**config.mk**
```make
export PLATFORM = sky130hd
export DESIGN_NAME = rf_writeback
export DESIGN_NICKNAME = d
export VERILOG_FILES = /design/src/rtl/rf_wb_pkg.sv /design/src/rtl/rf_wb_lane_fifo.sv /design/src/rtl/rf_writeback.sv
export SDC_FILE = /design/constraint.sdc
export NUM_CORES = 1
export LEC_CHECK = 0
export CORE_AREA = 2 2 205 187
export DETAILED_ROUTE_END_ITERATION = 10
export DIE_AREA = 0 0 207 189
export PLACE_DENSITY_LB_ADDON = 0.25
export RECOVER_POWER = 100
export SETUP_SLACK_MARGIN = 0.15
export SYNTH_ARGS = -nofsm -noshare
export SYNTH_HDL_FRONTEND = slang
export SYNTH_SLANG_ARGS = --single-unit
export TNS_END_PERCENT = 100
```
**constraint.sdc**
```tcl
create_clock -name clk_i -period 4.9 [get_ports clk_i]
set_clock_uncertainty 0.1 [all_clocks]
set_input_delay 0.735 -clock clk_i [delete_from_list [all_inputs] [get_ports clk_i]]
set_output_delay 0.735 -clock clk_i [all_outputs]
set_load 0.005 [all_outputs]
```
**src/rtl/rf_wb_pkg.sv**
```systemverilog
// Shared types and default geometry for the register-file writeback collector.
// The lane buffers carry wb_entry_t, so every block sees one definition of an entry.
package rf_wb_pkg;

    localparam int ADDR_W     = 5;
    localparam int WORD_W     = 32;
    localparam int NUM_LANES  = 4;
    localparam int LANE_DEPTH = 2;

    typedef struct packed {
        logic [ADDR_W-1:0] addr;
        logic [WORD_W-1:0] data;
    } wb_entry_t;

    // Two buffered results collide when they target the same register.
    function automatic logic same_dest(input wb_entry_t a, input wb_entry_t b);
        return a.addr == b.addr;
    endfunction

endpackage

```
**src/rtl/rf_wb_lane_fifo.sv**
```systemverilog
// Per-lane circular result buffer: head/tail pointers plus an occupancy count.
// Push and pop may happen in the same cycle; flush empties the buffer.
module rf_wb_lane_fifo
    import rf_wb_pkg::*;
#(
    parameter int DEPTH = LANE_DEPTH
) (
    input  logic      clk,
    input  logic      arst,
    input  logic      flush,
    input  logic      push,
    input  wb_entry_t entry,
    input  logic      pop,
    output wb_entry_t head,
    output logic      empty,
    output logic      full
);

    localparam int PW = $clog2(DEPTH);
    localparam int CW = $clog2(DEPTH + 1);

    wb_entry_t         mem [DEPTH];
    logic [PW-1:0]     head_ptr;
    logic [PW-1:0]     tail_ptr;
    logic [CW-1:0]     count;
    logic              do_push;
    logic              do_pop;

    assign empty   = (count == '0);
    assign full    = (count == CW'(DEPTH));
    assign do_push = push && !full && !flush;
    assign do_pop  = pop && !empty && !flush;
    assign head    = mem[head_ptr];

    // NOTE: storage is not reset; only the pointers and count decide what is valid.
    always_ff @(posedge clk) begin
        if (do_push) begin
            mem[tail_ptr] <= entry;
        end
    end

    // NOTE: state registers use non-blocking assignments so all of them update together.
    always_ff @(posedge clk or posedge arst) begin
        if (arst) begin
            head_ptr <= '0;
            tail_ptr <= '0;
            count    <= '0;
        end else if (flush) begin
            head_ptr <= '0;
            tail_ptr <= '0;
            count    <= '0;
        end else begin
            if (do_push) begin
                tail_ptr <= tail_ptr + 1'b1;
            end
            if (do_pop) begin
                head_ptr <= head_ptr + 1'b1;
            end
            case ({do_push, do_pop})
                2'b10:   count <= count + 1'b1;
                2'b01:   count <= count - 1'b1;
                default: count <= count;
            endcase
        end
    end

endmodule

```
**src/rtl/rf_writeback.sv**
```systemverilog
// Writeback collector: buffers results from the execution lanes and drives the
// register-file write ports, letting an older lane win same-destination conflicts.
module rf_writeback
    import rf_wb_pkg::*;
#(
    parameter int ADDRESS_WIDTH = ADDR_W,
    parameter int WORD_WIDTH    = WORD_W,
    parameter int LANES         = NUM_LANES,
    parameter int DEPTH         = LANE_DEPTH
) (
    input  logic                                 clk_i,
    input  logic                                 arst_i,
    input  logic                                 flush_i,
    input  logic [LANES-1:0]                     valid_i,
    output logic [LANES-1:0]                     ready_o,
    input  logic [LANES-1:0][ADDRESS_WIDTH-1:0]  addr_i,
    input  logic [LANES-1:0][WORD_WIDTH-1:0]     data_i,
    output logic [LANES-1:0][ADDRESS_WIDTH-1:0]  select_r_o,
    output logic [LANES-1:0][WORD_WIDTH-1:0]     data_o,
    output logic [LANES-1:0]                     enable_writing_o,
    output logic [LANES-1:0]                     pending_o
);

    wb_entry_t          in_entry [LANES];
    wb_entry_t          head     [LANES];
    logic [LANES-1:0]   empty;
    logic [LANES-1:0]   full;
    logic [LANES-1:0]   grant;

    // ready depends on occupancy and flush only, never on valid_i.
    assign ready_o   = ~full & {LANES{~flush_i}};
    assign pending_o = ~empty | enable_writing_o;

    for (genvar i = 0; i < LANES; i++) begin : g_lane
        assign in_entry[i] = '{addr: addr_i[i], data: data_i[i]};

        rf_wb_lane_fifo #(
            .DEPTH (DEPTH)
        ) u_fifo (
            .clk   (clk_i),
            .arst  (arst_i),
            .flush (flush_i),
            .push  (valid_i[i] && ready_o[i]),
            .entry (in_entry[i]),
            .pop   (grant[i]),
            .head  (head[i]),
            .empty (empty[i]),
            .full  (full[i])
        );
    end

    // A head writes unless an older lane holds a head for the same register.
    // NOTE: combinational logic uses blocking assignments with a default first, so no latch is inferred.
    always_comb begin
        grant = '0;
        for (int i = 0; i < LANES; i++) begin
            grant[i] = !empty[i];
            for (int j = 0; j < i; j++) begin
                if (!empty[j] && same_dest(head[j], head[i])) begin
                    grant[i] = 1'b0;
                end
            end
        end
    end

    // Idle lanes keep their last address/data; only the enable drops.
    always_ff @(posedge clk_i or posedge arst_i) begin
        if (arst_i) begin
            enable_writing_o <= '0;
            select_r_o       <= '0;
            data_o           <= '0;
        end else if (flush_i) begin
            enable_writing_o <= '0;
        end else begin
            enable_writing_o <= grant;
            for (int i = 0; i < LANES; i++) begin
                if (grant[i]) begin
                    select_r_o[i] <= head[i].addr;
                    data_o[i]     <= head[i].data;
                end
            end
        end
    end

endmodule

```
==> flow_metrics.py <==
metrics = {
    "floorplanning": {
        "die_h_um": 189,
        "fp.dieArea_mm2": 0.0391,
        "start_util": 0.464,
        "num_io_pins": 315,
        "rows": 67,
        "core_mm2": 0.0369,
        "fp.dieW_um": 207,
    },
    "cts": {
        "cts_tree": "yes",
        "clock_latency_ps": 550,
        "cts.htree.levels": 2,
        "cts_max_path_buffers": 3,
        "cts_buffers": 47,
        "postCtsHoldBufs": 0,
        "cts_sinks": 464,
        "post_cts_buffers": 0,
        "path_clk_slew_ps": 60,
        "cts-root-buf": "clkbuf_16",
        "ctsResizeCount": 0,
    },
    "global_route": {
        "grt-busiest-layer": "met2",
        "grt.overflow.total": 0,
        "grt_max_degree": 68,
        "gr-usage-met1": 0.242,
        "grt_pass1_wl_um": 56000,
        "grt_use_met2": 0.304,
        "antenna_found_initial": 12,
        "grt_pass1_vias": 9911,
        "grt_usage": 0.184,
        "gr-usage-met3": 0.0428,
    },
    "drt": {
        "vias": 9621,
        "routedWlPerCell_um": 18.9,
        "ant_nets": 0,
        "wl_um": 36200,
        "drt_iter0_drc": 347,
        "drt_first_pass_iters": 5,
        "vias_per_cell": 5.04,
        "route.detailed.drc": 0,
    },
    "worst_setup_path": {
        "cp-start-kind": "input port",
        "crit_family": "buffers and inverters",
        "path_max_fanout": 20,
        "cpPeakStageDelay_ps": 1450,
        "path_class": "input port to register",
        "cp_slowest_cell": "nor2_1",
        "cp_data_arrival_time_ps": 4190,
        "cp-end-kind": "register",
        "cp.required_ps": 4960,
        "worstPathCellList": "dlygate4sd3_1 -> a21oi_1 -> nand2_1 -> nor2_1 -> clkbuf_1",
        "critPathBufInv": 2,
    },
    "synthesis": {
        "ys_seq_area_frac": 0.765,
        "synth_nets": 1205,
        "synth_cell_types": 37,
        "avgSynthCellArea_um2": 16.3,
        "synth-seq-cells": 464,
        "yosysWarnings": 0,
        "synth.cell_area_mm2": 0.0171,
        "syn_inst": 1050,
    },
    "placement": {
        "place.port_buffers": 314,
        "hpwl_um": 23800,
        "globalplace.congestion": 0.751,
        "dpl_worst_slack_ps": 1150,
    },
    "status": {
        "violations": "max-capacitance violations, max-slew violations",
        "status": "finished, violations left",
    },
    "final_layout": {
        "fillCellCount": 2871,
        "most-common-layout-cells": "dlygate4sd3_1 (310), edfxtp_1 (296), dfrtp_1 (165)",
        "layout-area-overhead-vs-synth_pct": 30.1,
        "final_common_cell": "dlygate4sd3_1",
        "drive_gt1_frac": 0.0928,
        "nets": 1540,
    },
    "sta": {
        "max_freq_ghz": 0.242,
        "min_period_over_period": 0.844,
        "maxSlewHeadroom": -0.478,
        "finalMaxSlewViolations": 347,
        "finalSetupTns_ps": 0,
        "setup_slack_ps": 763,
        "fin_crit_ps": 4140,
        "grt_setup_unrepaired": "false",
        "tightestPinTransition_ps": 2220,
        "setup_violations": 0,
        "finalHoldViolations": 0,
    },
    "power_and_ir_drop": {
        "power.leakage_nw": 8.18,
        "p_per_area_mw_per_mm2": 518,
        "vdd_drop_max_mv": 0.330,
    },
    "flow_run": {
        "cap_violations": 9,
    },
    "worst_hold_path": {
        "hp-class": "register to register",
    },
}
[cell type report]
type	instances	area [um2]	area share
repair buffers	333	3280	0.147
clock buffers	66	1320	0.0592
well taps	483	604	0.0271
diodes	4	10.0	0.000449
clock inverters	21	178	0.00797
multi-input cells	528	3750	0.168
inverters	11	42.5	0.00191
flip-flops and latches	464	13100	0.588
[layer usage]
metal | wire length (um) | part of all wire
met5 | 67 | 0.0019
met3 | 2140 | 0.059
met4 | 946 | 0.026
met2 | 17800 | 0.49
met1 | 15300 | 0.42
[report_power, final]
| group | internal, mW | switching, mW |
|---|---|---|
| Clock | 2.03 | 1.42 |
| Combinational | 1.51 | 1.26 |
| Sequential | 4.90 | 0.436 |
[cells in the mapped netlist (all sizes together)]
| master | instances | share of area |
|---|---|---|
| nor4 | 1 | 0.00037 |
| nor2 | 96 | 0.021 |
| and3 | 4 | 0.0015 |
| mux2 | 64 | 0.042 |
| inv | 11 | 0.0024 |
| a21o | 3 | 0.0013 |
| buf | 28 | 0.010 |
| nand2b | 2 | 0.00073 |
| edfxtp | 296 | 0.52 |
| and4bb | 1 | 0.00073 |
| nand3b | 1 | 0.00044 |
| nor2b | 3 | 0.0011 |
| nor3 | 5 | 0.0015 |
| nand2 | 45 | 0.0099 |
| clkbuf | 19 | 0.0042 |
| or4 | 1 | 0.00044 |
| xnor2 | 25 | 0.013 |
| mux2i | 124 | 0.075 |
| nor3b | 1 | 0.00044 |
| nand4 | 5 | 0.0018 |
| dfrtp | 168 | 0.25 |
| or2 | 1 | 0.00037 |
| or3 | 6 | 0.0022 |
| xor2 | 14 | 0.0072 |
| o22ai | 1 | 0.00037 |
| a21oi | 83 | 0.024 |
| o21ai | 40 | 0.012 |
| o31ai | 2 | 0.00088 |
[tightest hold or removal path, cell delays in order (launching register included)]
cell and delay (ps):
dfrtp_1 340, nand2_1 40, o21ai_0 50
[worst paths after layout]
kind	end	slack (ps)	start	cells past startpoint
hold reg to reg	data_o[27]	370	data_o[27]	2
max in group asynchronous	g_lane[0].u_fifo.head_ptr	1130	arst_i	3
min in group asynchronous	data_o[70]	1000	arst_i	2
setup reg to reg	data_o[114]	840	g_lane[1].u_fifo.head_ptr	8
hold / removal	data_o[27]	370	data_o[27]	2
setup / recovery	g_lane[3].u_fifo.mem[0][27]	760	flush_i	5
[flip-flops by register name, summed over array words and instances, names as in the netlist]
| register | cells |
|---|---|
| select_r_o | 20 |
| data_o | 128 |
| g_lane.u_fifo.mem | 296 |
| g_lane.u_fifo.count | 8 |
| g_lane.u_fifo.head_ptr | 4 |
| g_lane.u_fifo.tail_ptr | 4 |
| enable_writing_o | 4 |
[through the flow]
step	hold slack, ps	cell area, um2	instances	util	power [mW]
after floorplan	364	17100	1050	-	6.78
after global placement	361	20900	1819	0.566	8.39
after detailed placement	370	20900	1819	0.566	8.47
after CTS	383	22400	1906	0.606	12.0
after global routing	394	22300	1910	0.604	12.1
final	371	22300	1910	0.604	11.5
[kinds of logic after synthesis]
| family | share of synthesized area |
|---|---|
| flip-flops | 0.765 |
| multiplexers | 0.117 |
| AND/OR/NAND/NOR | 0.0429 |
| AO/OA/AOI/OAI | 0.0385 |
| buffers and inverters | 0.0167 |
| XOR/XNOR | 0.0199 |
Power figures use the tool's default switching activity.
